==> src/rtl/param_delay_line.sv <==
// Parameterised delay line: DEPTH stages of WIDTH-bit data plus a valid flag,
// with hold (en), synchronous flush, and a combinational tap port that reads
// any stage.
// Optional feature: define DELAY_LINE_COUNT_EN to add the occupancy port and
// its up/down counter of valid stages.
module param_delay_line #(
    parameter  int WIDTH = 8,
    parameter  int DEPTH = 4,
    localparam int SELW  = (DEPTH > 1) ? $clog2(DEPTH) : 1,
    localparam int CNTW  = $clog2(DEPTH + 1)
) (
    input  logic             clk,
    input  logic             rst_n,
    input  logic             en,
    input  logic             flush,
    input  logic [WIDTH-1:0] d,
    input  logic             d_valid,
    output logic [WIDTH-1:0] q,
    output logic             q_valid,
    input  logic [SELW-1:0]  tap_sel,
    output logic [WIDTH-1:0] tap_q,
    output logic             tap_valid
`ifdef DELAY_LINE_COUNT_EN
    ,
    output logic [CNTW-1:0]  occupancy
`endif
);

    logic [WIDTH-1:0] data_q  [DEPTH];
    logic [WIDTH-1:0] data_d  [DEPTH];
    logic             valid_q [DEPTH];
    logic             valid_d [DEPTH];

    // Next state of each stage: flush clears everything, en shifts, otherwise hold.
    always_comb begin
        data_d  = data_q;
        valid_d = valid_q;
        if (flush) begin
            for (int i = 0; i < DEPTH; i++) begin
                data_d[i]  = '0;
                valid_d[i] = 1'b0;
            end
        end else if (en) begin
            data_d[0]  = d_valid ? d : '0;
            valid_d[0] = d_valid;
            for (int i = 1; i < DEPTH; i++) begin
                data_d[i]  = data_q[i-1];
                valid_d[i] = valid_q[i-1];
            end
        end
    end

    // Stage registers with synchronous active-low reset.
    always_ff @(posedge clk) begin
        if (!rst_n) begin
            for (int i = 0; i < DEPTH; i++) begin
                data_q[i]  <= '0;
                valid_q[i] <= 1'b0;
            end
        end else begin
            for (int i = 0; i < DEPTH; i++) begin
                data_q[i]  <= data_d[i];
                valid_q[i] <= valid_d[i];
            end
        end
    end

    // The output is the last stage register itself, so there is no path from the inputs.
    assign q       = data_q[DEPTH-1];
    assign q_valid = valid_q[DEPTH-1];

    // Tap mux: an index that matches no existing stage reads as zero.
    always_comb begin
        tap_q     = '0;
        tap_valid = 1'b0;
        for (int i = 0; i < DEPTH; i++) begin
            if (tap_sel == SELW'(i)) begin
                tap_q     = data_q[i];
                tap_valid = valid_q[i];
            end
        end
    end

`ifdef DELAY_LINE_COUNT_EN
    logic [CNTW-1:0] occ_q;
    logic [CNTW-1:0] occ_d;
    logic            beat_in;
    logic            beat_out;

    // Count valid stages: a beat entering and one leaving on the same edge cancel out.
    always_comb begin
        beat_in  = en && d_valid;
        beat_out = en && valid_q[DEPTH-1];
        occ_d    = occ_q;
        if (flush) begin
            occ_d = '0;
        end else if (beat_in && !beat_out) begin
            occ_d = occ_q + CNTW'(1);
        end else if (!beat_in && beat_out) begin
            occ_d = occ_q - CNTW'(1);
        end
    end

    // Occupancy register, cleared together with the stages.
    always_ff @(posedge clk) begin
        if (!rst_n) begin
            occ_q <= '0;
        end else begin
            occ_q <= occ_d;
        end
    end

    assign occupancy = occ_q;
`endif

endmodule
==> config.mk <==
export PLATFORM = sky130hd
export DESIGN_NAME = param_delay_line
export DESIGN_NICKNAME = d
export VERILOG_FILES = /design/src/rtl/param_delay_line.sv
export SDC_FILE = /design/constraint.sdc
export NUM_CORES = 1
export LEC_CHECK = 0
export ABC_AREA = 1
export CAP_MARGIN = 20
export CORE_AREA = 2 2 65 67
export DETAILED_ROUTE_END_ITERATION = 6
export DIE_AREA = 0 0 67 69
export PLACE_DENSITY = 0.68
export SETUP_SLACK_MARGIN = 0.4
export SYNTH_ARGS = -nofsm -noshare
export SYNTH_HDL_FRONTEND = slang
export SYNTH_SLANG_ARGS = --single-unit
==> constraint.sdc <==
create_clock -name clk -period 2.41 [get_ports clk]
set_clock_uncertainty 0.05 [all_clocks]
set_input_delay 0.6025 -clock clk [delete_from_list [all_inputs] [get_ports clk]]
set_output_delay 0.6025 -clock clk [all_outputs]
set_load 0.005 [all_outputs]
# ---- Word level (Yosys, flattened, before mapping)
# Cells that the tools add are included.
dict set report totals {
  regBits 36
  latch_bits 0
  ram_bits 0
  mem_bits_ro 0
  inputBits 15
  out_inout_bits 18
  wordCells 23
  mem_count 0
}
dict set report op_classes {
  addsub 0
  multipliers 0
  div_mod_pow 0
  magnitude_cmp 0
  n_eq_ne 3
  n_shift 0
  n_mux 9
  bitwise 1
  n_reduce_logical 2
}
# operator n
set op_table {}
lappend op_table {{two-way mux 8 bit} 5}
lappend op_table {{equality test 2 bit, second input constant} 2}
lappend op_table {{two-way mux 1 bit} 4}
lappend op_table {{equality test 2 x 1 -> 1 bit, second input constant} 1}
lappend op_table {{logical NOT 2 bit} 1}
lappend op_table {{OR reduction 2 bit} 1}
lappend op_table {{NOT 1 bit} 1}

# ---- Depth between registers and ports, before layout
# Gate-level depths: netlist of run 1.
dict set report depth {
  depth_word 5
  ltp_mapped 5
  mapped_depth_nobuf 4
}

# ---- Worst setup path after synthesis of run 1
# OpenSTA, ideal clock, no wires.
dict set report synth_timing {
  kind {input port to output port}
  from {input port tap_sel[1]}
  to {output port tap_q[0]}
  arrival_time_ns 1.065
  path_slack_ns 0.693
  cell_stages 4
  n_path_buf 1
  path_cell_list {buf_4 > nor2_4 > nand2_1 > nand4_1}
}
dict set report synth_via {
  elab_chain_cells 5
  elab_cells_between_ends 8
  cone_classes {eq/ne (3); mux (4); reduce/logical (1)}
}
# item line_no
set synth_rtl {}
lappend synth_rtl {{start: declaration} 20} ;# input logic [SELW-1:0] tap_sel,
lappend synth_rtl {{logical NOT 2 bit} 77} ;# if (tap_sel == SELW'(i)) begin
lappend synth_rtl {{two-way mux 8 bit (3 in series)} 77}
lappend synth_rtl {{two-way mux 8 bit *} 77}
lappend synth_rtl {{end: declaration} 21} ;# output logic [WIDTH-1:0] tap_q,
# Every way passes the cells marked *; elsewhere a longest branch is shown, timed or not.

# ---- Final worst setup path of run 1
dict set report layout_timing {
  from {input port tap_sel[0]}
  to {output port tap_q[0]}
}
# The elaborated chain is that of the path after synthesis.

==> results of run 1 <==
worst paths after layout:
check	start	end	slack, ns	depth (start not counted)
worst min-delay path	data_q[22]$_SDFFE_PP0P_	data_q[14]$_SDFFE_PP0P_	0.43	2
worst max register to register	data_q[24]$_SDFFE_PP0P_	data_q[24]$_SDFFE_PP0P_	1.63	2
worst max-delay path	tap_sel[0]	tap_q[0]	0.42	7
worst min register to register	data_q[22]$_SDFFE_PP0P_	data_q[14]$_SDFFE_PP0P_	0.43	2
state kept, by name, summed over array words and instances (netlist names):
register and count:
data_q 24, valid_q 3, q 8, q_valid 1
layer usage:
layer	vias up	routed length (um)
met4	0	225
met2	72	1990
met1	733	1820
met3	23	218
met5	-	0
li1	780	-
area by class of cell:
type,instances,area share (%)
multi-input cells,156,35.9
repair buffers,47,24.3
inverters,5,1.52
flip-flops and latches,36,32.4
clock buffers,5,3.10
well taps,50,2.82
per-stage QoR:
step                setup TNS (ns)  instances  instance area (sq um)  util (%)
global route                     0        299                   2220      56.8
finish                           0        299                   2220      56.8
global placement             -3.05        283                   1970      50.4
CTS                              0        299                   2190      56.0
detailed placement           -3.09        283                   1970      50.4
floorplan                        0        217                   1680         -
synth_stat cells (all sizes together):
library cell | number | share of area, %
nand4 | 9 | 3.3
inv | 4 | 0.89
nor2 | 1 | 0.67
a21oi | 36 | 15
nand2 | 82 | 19
buf | 21 | 10
dfxtp | 36 | 43
clkinv | 1 | 0.52
nand3 | 27 | 8.0
layout by cell type, fill, tap and decap left out, drive strengths merged, types with 4 or more instances in the layout:
cell           Yosys  routed
nand2             82      82
a21oi             36      36
nand4              9       9
clkdlybuf4s50      0      21
bufbuf             0       4
buf               21      22
nand3             27      27
clkbuf             0       5
dfxtp             36      36
inv                4       4
cells by family after synthesis:
logic type / count (synthesis) / synth area share, %
DFF: 36 / 42.8
AOI/OAI and AO/OA: 36 / 14.7
buffers and inverters: 26 / 11.6
and+or+nand+nor: 119 / 30.9
worst register-to-register path, stage by stage (launching register included):
cell and delay, ns:
dfxtp_1 0.44, nand2_1 0.08, a21oi_1 0.15
report_power, final:
| group | switching [W] | total (W) | internal [W] |
|---|---|---|---|
| clock | 0.000187 | 0.000373 | 0.000186 |
| combinational | 0.0000712 | 0.000148 | 0.0000765 |
| sequential | 0.00000399 | 0.000603 | 0.000599 |
| total | 0.000262 | 0.00112 | 0.000862 |
repair_timing:
action                                 4_1_cts  5_1_grt
setup endpoints to repair                    9        9
resized for setup                           52       10
cloned                                       5        0
pin swaps                                    2        1
endpoints found under the hold margin        0        0
hold buffers                                 0        0
buffers inserted                             6        0
==> results.tsv, run 1 <==
stage	metric	value	unit
status	status	complete, no violations	
synth	syn avg cell area	7.76	sq um
global_route	first-pass GRT wire length	6980	um
drt	routed length per instance	14.2	um
sta	final hold vios	0	
drt	routed via count	1608	
sta	final setup violation count	0	
cells_and_area	ANT cells	0	
sta	Slew Limit Fails	0	
sta	minimum clock period	1.99	ns
sta	worst slew pin tran	0.599	ns
drt	Routed Wire Length	4260	um
global_route	GRT Overall Usage	19.6	%
floorplan	Horiz. Die Dim	67	um
sta	RSZ-0062 raised after global routing	yes	
critical_path	CP max stage cell	buf_12	
synth	count of cell types in the netlist	17	
floorplan	core footprint	0.00391	sq mm
cells_and_area	register area	721	sq um
sta	period utilization	82.6	%
synth	Warnings, synthesis	0	
sta	Final WS setup	0.418	ns
critical_path	WS Path Type	in -> out	
sta	fmax	502	MHz
global_route	initial antenna violation count	0	
floorplan	row count	23	
global_route	GRT met3 Usage	3.43	%
floorplan	full die area	0.00462	sq mm
power	worst vdd rail ir drop	0.000304	V
cells_and_area	nets	266	
placed_design	Detail Placement HPWL	2410	um
floorplan	I/O pins	33	
global_route	met1 Resource Use GR	26.1	%
flow_run	number of max-cap violations	0	
clocking	Worst-Skew Late Latency	0.28	ns
synth	Cells after Synth	217	
critical_path	worst path cell trace	buf_8, buf_12, nor2_4, buf_6, nand2_4, nand4_1, buf_2	
power	power per standard cell area	506	mW/mm^2
global_route	largest net degree at the start of global routing	37	
critical_path	CP required	1.76	ns
placed_design	DP Worst Slack	-0.356	ns
critical_path	Worst setup SP type	primary input	
sta	Slew headroom	60.0	%
global_route	total grt overflow	0	
cells_and_area	share of cells above drive strength 1	24.5	%
synth	sequential-to-total area share from yosys stat	42.8	%
synth	Yosys reg bits	36	
clocking	clk buf depth	2	
drt	router iterations before antenna repair	4	
clocking	# H-tree levels	2	
synth	Mapped Area	0.00168	sq mm
clocking	Clock Root Buffer	clkbuf_8	
cells_and_area	# fillers	380	
clocking	number of clock buffers inserted by TritonCTS	5	
critical_path	worst-path maximum fanout	5	
clocking	CTS tree	yes	
power	LEAKAGE	0.787	nW
global_route	vias in the first global route	1469	
global_route	Most Used Layer, Global Route	met2	
placed_design	port bufs	32	
critical_path	critical path arrival	1.34	ns
clocking	Clock transition at path regs	0.06	ns
critical_path	CP Capture Type	primary output	
floorplan	die height	69	um
cells_and_area	P&R area growth vs syn	31.9	%
cells_and_area	Multi-input gate area	797	sq um
drt	Final ANT Viol Nets	0	
drt	DRC errors left	0	
synth	Mapped Nets	232	
critical_path	CP top delay family	buffers and inverters	
sta	worst hold margin	0.429	ns
global_route	met2 Track Usage GR	27.3	%
clocking	Sink Count	36	
critical_path	Worst Path Buf+Inv	4	
placed_design	Final GP Congestion	0.794	
drt	DRC marker count from the first detailed-route iteration	120	
drt	vias per std cell	5.38	
floorplan	Starting Density	43.0	%
min_path	Tightest Hold Check Type	reg -> reg	
power	Total Power	0.00112	W
critical_path	Largest stage delay, worst path	0.13	ns
Note: power is estimated with default switching activity, not from simulation.
==> run 2: changes to the inputs <==
PLACE_DENSITY = 0.71   (was 0.68)
clock period = 1.6 ns   (was 2.41 ns; I/O delays follow)
==> run 2 against run 1 <==
- the flow now finishes with violations (setup timing)
- clock-buffer cell count up 1
- total power is 63% higher
- cell area increased by 8.3%
- setup slack got worse by 0.44 ns
- flip-flop and latch count did not move
- global-route usage decreased by 0.32 points
- core utilization is 4.7 points higher
- largest power group unchanged
==> results.tsv, run 2 (synthesis gave the netlist of run 1 again) <==
stage	metric	value	unit	change
cells_and_area	share of cells above drive strength 1	39.2	%	+15 points
drt	DRC marker count from the first detailed-route iteration	143		+19%
cells_and_area	Reg with most FFs	data_q		
critical_path	WS Path Type	in -> out		
critical_path	critical path arrival	1.18	ns	-0.16 ns
critical_path	worst path cell trace	buf_12, buf_16, nor2_4, buf_6, nand2_2, nand4_1, buf_2		
global_route	largest net degree at the start of global routing	25		-32%
clocking	Clock transition at path regs	0.07	ns	about the same
floorplan	die height	69	um	unchanged
sta	final hold vios	0		unchanged
global_route	met1 Resource Use GR	24.6	%	-1.5 points
floorplan	I/O pins	33		unchanged
critical_path	CP required	1.15	ns	-0.61 ns
drt	router iterations before antenna repair	4		unchanged
sta	Slew headroom	85.1	%	+25 points
drt	vias per std cell	5.27		-2.1%
clocking	Clock Root Buffer	clkbuf_8		
critical_path	CP max stage cell	nor2_4		
clocking	clk buf depth	2		unchanged
global_route	initial antenna violation count	0		unchanged
critical_path	worst-path maximum fanout	5		unchanged
sta	final setup violation count	2		+2
flow_run	number of max-cap violations	0		unchanged
cells_and_area	ANT cells	0		unchanged
global_route	GRT met3 Usage	5.06	%	+1.6 points
global_route	met2 Track Usage GR	28.8	%	+1.5 points
sta	period utilization	102	%	
critical_path	CP Capture Type	primary output		
floorplan	Horiz. Die Dim	67	um	unchanged
sta	Slew Limit Fails	0		unchanged
floorplan	full die area	0.00462	sq mm	unchanged
clocking	CTS Hold Bufs	0		unchanged
sta	Final WS setup	-0.0263	ns	-0.445 ns
global_route	total grt overflow	0		unchanged
status	failing checks	setup timing		
floorplan	core footprint	0.00391	sq mm	unchanged
clocking	CTS tree	yes		
placed_design	Final GP Congestion	0.871		+9.6%
placed_design	DP Worst Slack	-0.749	ns	-0.393 ns
global_route	Most Used Layer, Global Route	met2		
placed_design	Detail Placement HPWL	2570	um	+6.7%
drt	routed length per instance	13.8	um	-2.9%
clocking	number of clock buffers inserted by TritonCTS	5		unchanged
clocking	# H-tree levels	2		unchanged
drt	routed via count	1659		+3.2%
power	LEAKAGE	0.907	nW	+15%
cells_and_area	nets	279		+4.9%
clocking	Sink Count	36		unchanged
sta	RSZ-0062 raised after global routing	yes		
min_path	Tightest Hold Check Type	reg -> reg		
global_route	vias in the first global route	1536		+4.6%
global_route	first-pass GRT wire length	7000	um	+0.40%
sta	fmax	615	MHz	
floorplan	Starting Density	43.0	%	unchanged
status	status	finished, violations left		
critical_path	Worst setup SP type	primary input		
power	worst vdd rail ir drop	0.000419	V	+38%
critical_path	Largest stage delay, worst path	0.15	ns	+0.02 ns
sta	worst slew pin tran	0.223	ns	-0.376 ns
power	power per standard cell area	762	mW/mm^2	+51%
clocking	Worst-Skew Late Latency	0.30	ns	+0.02 ns
placed_design	port bufs	32		unchanged
drt	DRC errors left	0		unchanged
sta	minimum clock period	1.63	ns	
floorplan	row count	23		unchanged
critical_path	CP top delay family	buffers and inverters		
cells_and_area	# fillers	346		-8.9%
placed_design	Post-DP Area	0.00207	sq mm	+5.0%
sta	worst hold margin	0.422	ns	-0.00737 ns
cells_and_area	commonest non-fill, non-tap cell in the layout	nand2_1		
drt	Final ANT Viol Nets	0		unchanged
power	Total Power	0.00183	W	+63%
cells_and_area	final instance area	0.00241	sq mm	+8.3%
drt	Routed Wire Length	4360	um	+2.3%
critical_path	Worst Path Buf+Inv	4		unchanged
cells_and_area	max reg flops	24		unchanged
cells_and_area	Final Util	61.5	%	+4.7 points
global_route	GRT Overall Usage	19.3	%	-0.32 points
cells_and_area	P&R area growth vs syn	42.9	%	
cells_and_area	most frequent cells in the layout	nand2_1, dfxtp_1, nand3_1, a21oi_2, a21oi_1		
[run 2: power breakdown]
| group | internal, W | switching [W] |
|---|---|---|
| sequential | 0.000902 | 0.00000583 |
| combinational | 0.000132 | 0.000121 |
| clock | 0.000343 | 0.000330 |
[run 2: path summary, 6_finish.rpt]
check,cells after the start,to,slack (ns),from
hold reg to reg,2,q[6]$_SDFFE_PP0P_,0.42,q[6]$_SDFFE_PP0P_
hold / removal,2,q[6]$_SDFFE_PP0P_,0.42,q[6]$_SDFFE_PP0P_
setup reg to reg,3,data_q[19]$_SDFFE_PP0P_,0.80,data_q[27]$_SDFFE_PP0P_
setup / recovery,7,tap_q[1],-0.03,tap_sel[0]
[run 2: layout make-up]
type | instances | area, sq um | share of cell area, %
Clock buffer | 6 | 82.6 | 3.43
Clock inverter | 2 | 10.0 | 0.416
Tap cell | 50 | 62.6 | 2.60
Timing Repair Buffer | 60 | 638 | 26.5
Inverter | 5 | 36.3 | 1.51
Multi-Input combinational cell | 156 | 845 | 35.1
Sequential cell | 36 | 732 | 30.4
[run 2: metrics by stage]
step	instances	setup TNS [ns]
global route	315	-0.159
detailed placement	291	-6.61
global placement	291	-6.55
finish	315	-0.0478
CTS	314	0
floorplan	217	0
[run 2: repair_timing]
item / 4_1_cts / 5_1_grt
setup buffers: 11 / 0
pin swaps: 7 / 8
cloned: 4 / 1
gates resized for setup: 113 / 15
endpoints found under the setup margin: 54 / 15
[run 2: per-layer routing]
layer  wire (um)  share of wire (%)
met3         300                6.9
met5           0                  0
met2        2040                 47
met4         221                5.1
met1        1790                 41
[run 2: worst register-to-register path: cells and delay by family (launching register included)]
family	cells	cell delay (ns)
simple gates	1	0.06
compound gates	1	0.16
flops	1	0.35
buf+inv	1	0.12
